===== src/rtl/inst_fetch_pkg.sv =====
// inst_fetch_pkg: fetch sequencer state encoding and default sizing shared by RTL and bench
package inst_fetch_pkg;
    typedef enum logic [2:0] {IDLE, FETCH, WAIT_ROM, ISSUE, WAIT_CORE, DONE, ERR} state_t;
    localparam int MAX_LAT_DEF    = 10;
    localparam int ROM_DEPTH_DEF  = 1000;
    localparam int INST_COUNT_DEF = 1000;
endpackage


===== src/rtl/inst_fetch_ctrl_lat_timer.sv =====
// lat_timer: wait-cycle counter that flags the last allowed cycle of a bounded wait
module lat_timer #(
    parameter int MAX_LAT = 10,
    parameter int W = $clog2(MAX_LAT + 1)
) (
    input  logic clk,
    input  logic rst,
    input  logic clr,
    input  logic en,
    output logic expired
);
    logic [W-1:0] cnt;
    assign expired = cnt == W'(MAX_LAT - 1);
    always_ff @(posedge clk or posedge rst) begin
        if (rst) cnt <= '0;
        else if (clr) cnt <= '0;
        else if (en && !expired) cnt <= cnt + 1'b1;
    end
endmodule


===== src/rtl/inst_fetch_ctrl.sv =====
// inst_fetch_ctrl: fetches ROM words, issues them to the core one beat at a time, follows the core's returned PC
module inst_fetch_ctrl import inst_fetch_pkg::*; #(
    parameter int ROM_DEPTH  = ROM_DEPTH_DEF,
    parameter int ROM_AW     = 10,
    parameter int MAX_LAT    = MAX_LAT_DEF,
    parameter int INST_COUNT = INST_COUNT_DEF,
    parameter int CNT_W      = 16
) (
    input  logic              clk,
    input  logic              rst,
    input  logic              start,
    output logic              rom_req,
    output logic [ROM_AW-1:0] rom_addr,
    input  logic [31:0]       rom_rdata,
    input  logic              rom_rvalid,
    output logic              in_valid,
    output logic [31:0]       inst,
    input  logic              out_valid,
    input  logic [31:0]       inst_addr,
    output logic              busy,
    output logic              done,
    output logic              timeout_err,
    output logic              addr_err,
    output logic [CNT_W-1:0]  inst_cnt
);
    state_t state;
    logic expired, addr_bad, last, waiting, tmr_en;
    if (CNT_W < $clog2(INST_COUNT + 1)) begin : g_cnt_w_check
        $error("CNT_W too narrow for INST_COUNT");
    end
    assign addr_bad = (inst_addr[1:0] != 2'b00) || (inst_addr[31:2] >= 30'(ROM_DEPTH));
    assign last     = inst_cnt == CNT_W'(INST_COUNT - 1);
    assign waiting  = (state == WAIT_ROM) || (state == WAIT_CORE);
    assign tmr_en   = (state == WAIT_ROM) ? !rom_rvalid : (state == WAIT_CORE) ? !out_valid : 1'b0;
    // One timer serves both waits; it is held clear whenever no wait is in progress.
    lat_timer #(.MAX_LAT(MAX_LAT)) u_timer (
        .clk(clk), .rst(rst), .clr(!waiting), .en(tmr_en), .expired(expired)
    );
    // rom_addr doubles as the word-granular PC; only legal, in-range PCs are ever stored.
    always_ff @(posedge clk or posedge rst) begin
        if (rst) begin
            state       <= IDLE;
            rom_req     <= 1'b0;
            rom_addr    <= '0;
            in_valid    <= 1'b0;
            inst        <= '0;
            busy        <= 1'b0;
            done        <= 1'b0;
            timeout_err <= 1'b0;
            addr_err    <= 1'b0;
            inst_cnt    <= '0;
        end else begin
            rom_req  <= 1'b0;
            in_valid <= 1'b0;
            inst     <= '0;
            case (state)
                IDLE, DONE, ERR: if (start) begin
                    state       <= FETCH;
                    rom_req     <= 1'b1;
                    rom_addr    <= '0;
                    busy        <= 1'b1;
                    done        <= 1'b0;
                    timeout_err <= 1'b0;
                    addr_err    <= 1'b0;
                    inst_cnt    <= '0;
                end
                FETCH: state <= WAIT_ROM;
                WAIT_ROM: if (rom_rvalid) begin
                    state    <= ISSUE;
                    in_valid <= 1'b1;
                    inst     <= rom_rdata;
                end else if (expired) begin
                    state       <= ERR;
                    busy        <= 1'b0;
                    timeout_err <= 1'b1;
                end
                ISSUE: state <= WAIT_CORE;
                WAIT_CORE: if (out_valid) begin
                    if (addr_bad) begin
                        state    <= ERR;
                        busy     <= 1'b0;
                        addr_err <= 1'b1;
                    end else begin
                        rom_addr <= inst_addr[ROM_AW+1:2];
                        inst_cnt <= (inst_cnt == CNT_W'(INST_COUNT)) ? inst_cnt : inst_cnt + 1'b1;
                        state    <= last ? DONE : FETCH;
                        rom_req  <= !last;
                        busy     <= !last;
                        done     <= last;
                    end
                end else if (expired) begin
                    state       <= ERR;
                    busy        <= 1'b0;
                    timeout_err <= 1'b1;
                end
                default: state <= IDLE;
            endcase
        end
    end
endmodule


===== config.mk =====
export PLATFORM = sky130hd
export DESIGN_NAME = inst_fetch_ctrl
export DESIGN_NICKNAME = d
export VERILOG_FILES = /design/src/rtl/inst_fetch_pkg.sv /design/src/rtl/inst_fetch_ctrl_lat_timer.sv /design/src/rtl/inst_fetch_ctrl.sv
export SDC_FILE = /design/constraint.sdc
export NUM_CORES = 1
export LEC_CHECK = 0
export BUFFER_PORTS_ARGS = -buffer_cell sky130_fd_sc_hd__clkbuf_2
export CORE_MARGIN = 10
export CORE_UTILIZATION = 40
export DETAILED_ROUTE_END_ITERATION = 6
export PLACE_DENSITY = 0.71
export SLEW_MARGIN = 0
export SYNTH_ARGS = -nofsm -noshare
export SYNTH_HDL_FRONTEND = slang
export SYNTH_SLANG_ARGS = --single-unit
export TNS_END_PERCENT = 50

===== constraint.sdc =====
create_clock -name clk -period 4.1 [get_ports clk]
set_clock_uncertainty 0.2 [all_clocks]
set_input_delay 0.41 -clock clk [delete_from_list [all_inputs] [get_ports clk]]
set_output_delay 0.41 -clock clk [all_outputs]
set_load 0.01 [all_outputs]

* Word level (Yosys, flattened, before mapping) *
Cells that the tools add are included.

operators by class
  $add $sub $neg = 2
  $lt $le $gt $ge = 1
  eq/ne operators = 17
  muxes and demuxes = 44
  reduce and logical (&&, ||, !) cells = 17

operator list
  kind                                                                                   count
  16-bit 2-to-1 mux                                                                      4
  32-bit 2-to-1 mux                                                                      2
  16-bit by 10-bit equality test with 1-bit output, second input constant                2
  16-bit case mux with 2 select lines                                                    1
  30-bit by 10-bit greater-or-equal comparator with 1-bit output, second input constant  1
  10-bit 2-to-1 mux                                                                      3
  10-bit case mux with 2 select lines                                                    1
  1-bit 2-to-1 mux                                                                       19
  3-bit 2-to-1 mux                                                                       6
  16-bit by 1-bit adder with 16-bit output, second input constant                        1
  3-bit case mux with 5 select lines                                                     1
  2-bit inequality test, second input constant                                           7
  4-bit AND reduction                                                                    3
  3-bit equality test, second input constant                                             3
  4-bit 2-to-1 mux                                                                       2
  3-bit by 2-bit equality test with 1-bit output, second input constant                  2
  1-bit case mux with 2 select lines                                                     3
  1-bit case mux with 3 select lines                                                     2
  5-bit AND reduction                                                                    1
  4-bit by 1-bit adder with 4-bit output, second input constant                          1
  4-bit equality test, second input constant                                             1
  1-bit zero test                                                                        4
  2-bit nonzero test                                                                     2
  3-bit by 1-bit equality test with 1-bit output, second input constant                  1
  7 further kinds                                                                        8

word-level totals
  flip-flop bits (word level) = 71
  input port bits = 69
  output and inout bits = 64
  logic and storage cells = 92

* Longest topological paths before layout *
  depth after elaboration = 6
  mapped depth = 8
  gate-level depth less buffers = 8

* Hierarchy *
From an unflattened synthesis, not the netlist that was laid out.

second synthesis, totals
  cells, all modules = 304
  area total of the unflattened synthesis = 3415.8 um^2

by module, submodules not included
  module           times used  cells each  area each (um^2)  seq. area each (um^2)
  inst_fetch_ctrl  1           280         3175.5            1676.6
  lat_timer        1           24          240.2             100.1

* Worst setup path before layout *
OpenSTA, ideal clock, no wires.

  path kind = input to register
  start point = in inst_addr[16]
  end point = reg inst_cnt[3]
  library setup time = 132 ps
  arrival = 1671 ps
  slack = 2097 ps
  stages = 7
  buffers on the path = 1
  cell sequence = nor4_2 nand4_2 o31ai_4 buf_6 nand4_1 xor2_1 nor2_1

between the ends
  longest elaborated chain between the ends = 4

ends and longest elaborated chain
  item                                                            line                   RTL
  start, declared                                                 inst_fetch_ctrl.sv:19  input logic [31:0] inst_addr,
  30-bit by 10-bit greater-or-equal comparator with 1-bit output  inst_fetch_ctrl.sv:31  assign addr_bad = (inst_addr[1:0] != 2'b00) || (inst_addr[31:2] >= 30'(ROM_DEPTH));
  1-bit logical OR                                                inst_fetch_ctrl.sv:31
  2-bit inequality test (no source line)                          -
  5-bit AND reduction (no source line)                            -
  end signal, assigned                                            inst_fetch_ctrl.sv:85  inst_cnt <= (inst_cnt == CNT_W'(INST_COUNT)) ? inst_cnt : inst_cnt + 1'b1;
  end, declared                                                   inst_fetch_ctrl.sv:24  output logic [CNT_W-1:0] inst_cnt

No other way between the ends.
A chain may end at the register's enable or synchronous reset.

* Worst setup path after layout *
  start point = reg state[2]
  end point = reg inst_cnt[14]

between the ends
  longest elaborated chain between the ends = 4
  elaborated cells on any way between the ends = 12
  those cells by class = eq/ne: 7; mux: 1; reduce/logical: 4

ends and longest elaborated chain
  item                                                                          line                   RTL
  start, declared                                                               inst_fetch_ctrl.sv:26  state_t state;
  start signal, assigned                                                        inst_fetch_ctrl.sv:86  state <= last ? DONE : FETCH;
  3-bit equality test or 3-bit zero test (tied branches)                        inst_fetch_ctrl.sv:56  case (state)
  3-bit OR reduction                                                            inst_fetch_ctrl.sv:56
  2-bit inequality test (no source line) or 2-bit nonzero test (tied branches)  -
  5-bit AND reduction (no source line)                                          -

Several ways; a longest one is shown, not always the timed one.

==> run metrics <==
Crit path largest cell delay approximately 0.64 ns; fin crit share 67.29%; Syn Std Cell Area 0.003193 mm2; unique cell type count in the Yosys netlist 47; GRT overflow 0; post-cts resize count 0; Residual DRC 0; Max Clk Rate between 0.3 and 0.4 GHz; Crit Path Max Fanout 17; outcome finished clean; Post-CTS Setup Bufs 0; FF+latch count, synth 71; DR vias 2,662; reg-to-reg setup timing slack 1.34 ns; worst r2r path cells 6; ant diodes 0; vias per inst 4.875; Max-Cap Viols 0; Synthesized Nets 380; Min Hold Slack 0.06455 ns; vias in the first global route about 2,800; element type at the critical path end flop; Sum Neg Setup Slack 0 ns; GPL Wtd Cong 0.7915; worst path arrival time roughly 2.8 ns; number of port buffers 132; total CTS buffers 9; maximum VDD drop ~0.26 mV; initial antenna violation count 0; commonest non-fill, non-tap cell in the layout clkbuf_2; prevailing post-synth register cell dfrtp_1; worst setup path endpoint inst_cnt[14]; filler instances 727; CP cell instances nor3b_4 > nand2_2 > a2bb2oi_2 > nand4_1 > xor2_1 > nor2_1; # IOs around 130; reg2reg start state[2]; crit start category flop; Post-synth EDFFs 0; register area share after synthesis 55.64%; Hold Path Class in -> reg; drt first-iter violations 87; Max Slew Vio Count 0; worst-skew pair later-pin latency 0.34 ns; Yosys Warn Count 0; Final Hold Viols 0; critical path launch point state[2]; core area 0.007727 mm2; Layout Nets between 500 and 600; Worst-Margin Slew 1.106 ns; clk slew on worst S/H paths around 0.080 ns; post-route minimum period 2.759 ns; commonest non-fill, non-tap cells in the layout clkbuf_2 (132), dfrtp_1 (71), and2_1 (35), nand2_1 (35), nor2_1 (28); Setup CP Type reg -> reg; CP Data Required Time 4.11 ns; proportion of layout cells with a drive suffix above 1 a little under two fifths; starting density of the core between 40% and 50%; Area Overhead vs Synth 30.88%; die height 109.3 um; htree depth 3; setup violators final 0; first-pass GRT wire length 13,720 um; GRT Overall Usage 14.49%; CTS Buffer Depth 2; clock sink count 71; Die Area 0.01196 mm2; TritonCTS clock tree built; Cell Pwr Density 527.4 mW/mm2; max_slew headroom 26.18%; root cell of the clock tree clkbuf_8; largest net degree at the start of global routing 54; Die Wd 109.3 um; slowest stage cell, crit path nor3b_4; RSZ-0062 raised after global routing false; Final ANT Viol Nets 0; Mapped Cells 307; Post-Syn Area per Cell about 10 um2; post-DP HPWL 6484 um; drt wl/cell 15.44 um; P_leak 2.175 nW; First-pass DRT Iterations 4; row count 32; hold buffers post-CTS 0; Register Area 0.001777 mm2; multi-input logic area 0.001320 mm2; Critical R2R Capture inst_cnt[14]; asr flop ratio synth 100.0%; Post-Route WL 8432 um
==> registers in the layout, summed over array words and instances (netlist names) <==
signal / cells
inst_cnt: 16
state: 3
done: 1
busy: 1
in_valid: 1
addr_err: 1
rom_req: 1
u_timer.cnt: 4
inst: 32
timeout_err: 1
rom_addr: 10
==> worst min path at each step <==
stage	from	end	slack, ns	cells past startpoint
floorplan	u_timer.cnt[3]	u_timer.cnt[3]	0.30	2
global placement	rom_addr[5]	rom_addr[5]	0.26	2
detailed placement	rom_addr[2]	rom_addr[2]	0.28	2
CTS	rom_rdata[17]	inst[17]	0.06	2
global route	rom_rdata[26]	inst[26]	0.05	2
finish	rom_rdata[17]	inst[17]	0.06	2
==> per-stage QoR <==
step | area, um2 | power, mW | utilization, % | worst slack (ns) | std cells
after floorplan | 3193 | 1.343 | - | 1.693 | 307
after global placement | 3934 | 1.535 | 50.91 | 1.471 | 530
after detailed placement | 3934 | 1.551 | 50.91 | 1.399 | 530
after CTS | 4179 | 2.228 | 54.08 | 1.384 | 546
after global routing | 4179 | 2.354 | 54.08 | 1.044 | 546
final | 4179 | 2.204 | 54.08 | 1.341 | 546
==> final cells by class <==
cell class | instances | share of cell area (%)
sequential | 71 | 42.51
multi-input combinational | 215 | 31.59
timing repair buffer | 135 | 16.35
tap | 102 | 3.054
clock buffer | 9 | 2.964
clock inverter | 7 | 2.904
inverter | 7 | 0.6287
==> cells by family (layout without fill, tap and decap cells) <==
kind of cell,after synthesis,in the layout,synth area share (%)
and+or+nand+nor,159,159,27.51
AOI/OAI and AO/OA,33,33,6.858
muxes,1,1,0.3135
adders and majority gates,4,4,1.567
DFF,71,71,55.64
buffers and inverters,21,158,3.174
xor gates and xnor gates,18,18,4.938
==> where the power goes <==
group	switching, mW	internal (mW)
logic	0.377	0.240
clock network	0.272	0.406
registers	0.0947	0.814
==> layer usage <==
metal  global-route usage (%)  wire length [um]  vias to the layer above
met5                        0                 0                        -
met3                    8.953              1293                       14
li1                         -                 -                     1302
met1                    16.25              3268                     1220
met2                    21.68              3699                      126
met4                    6.227               171                        0
==> cell usage after synthesis (2+ instances only) <==
cell type,number,area (um2)
dfrtp_1,71,1777
and2_1,35,219.0
nand2_1,35,131.4
nor2_1,28,105.1
o21ai_0,15,75.07
xor2_1,15,131.4
nand4_1,13,81.33
and3_1,8,50.05
nand3_1,8,40.04
clkbuf_1,7,26.28
inv_1,7,26.28
nor3_1,7,35.03
ha_1,4,50.05
nor2b_1,4,25.02
nor4_2,4,50.05
a21oi_1,3,15.01
buf_2,3,15.01
o22ai_1,3,18.77
or2_2,3,18.77
xnor2_1,3,26.28
buf_6,2,22.52
nand2b_1,2,12.51
nor4_1,2,12.51
o21ai_1,2,10.01
==> critical path: cells and delay by family (launching register included) <==
family	cells	cell delay [ns]
AND/OR/NAND/NOR	4	1.09
AO/OA/AOI/OAI	1	0.57
flip-flops	1	0.54
XOR/XNOR	1	0.21
No activity file was read; power rests on OpenSTA's default activity.
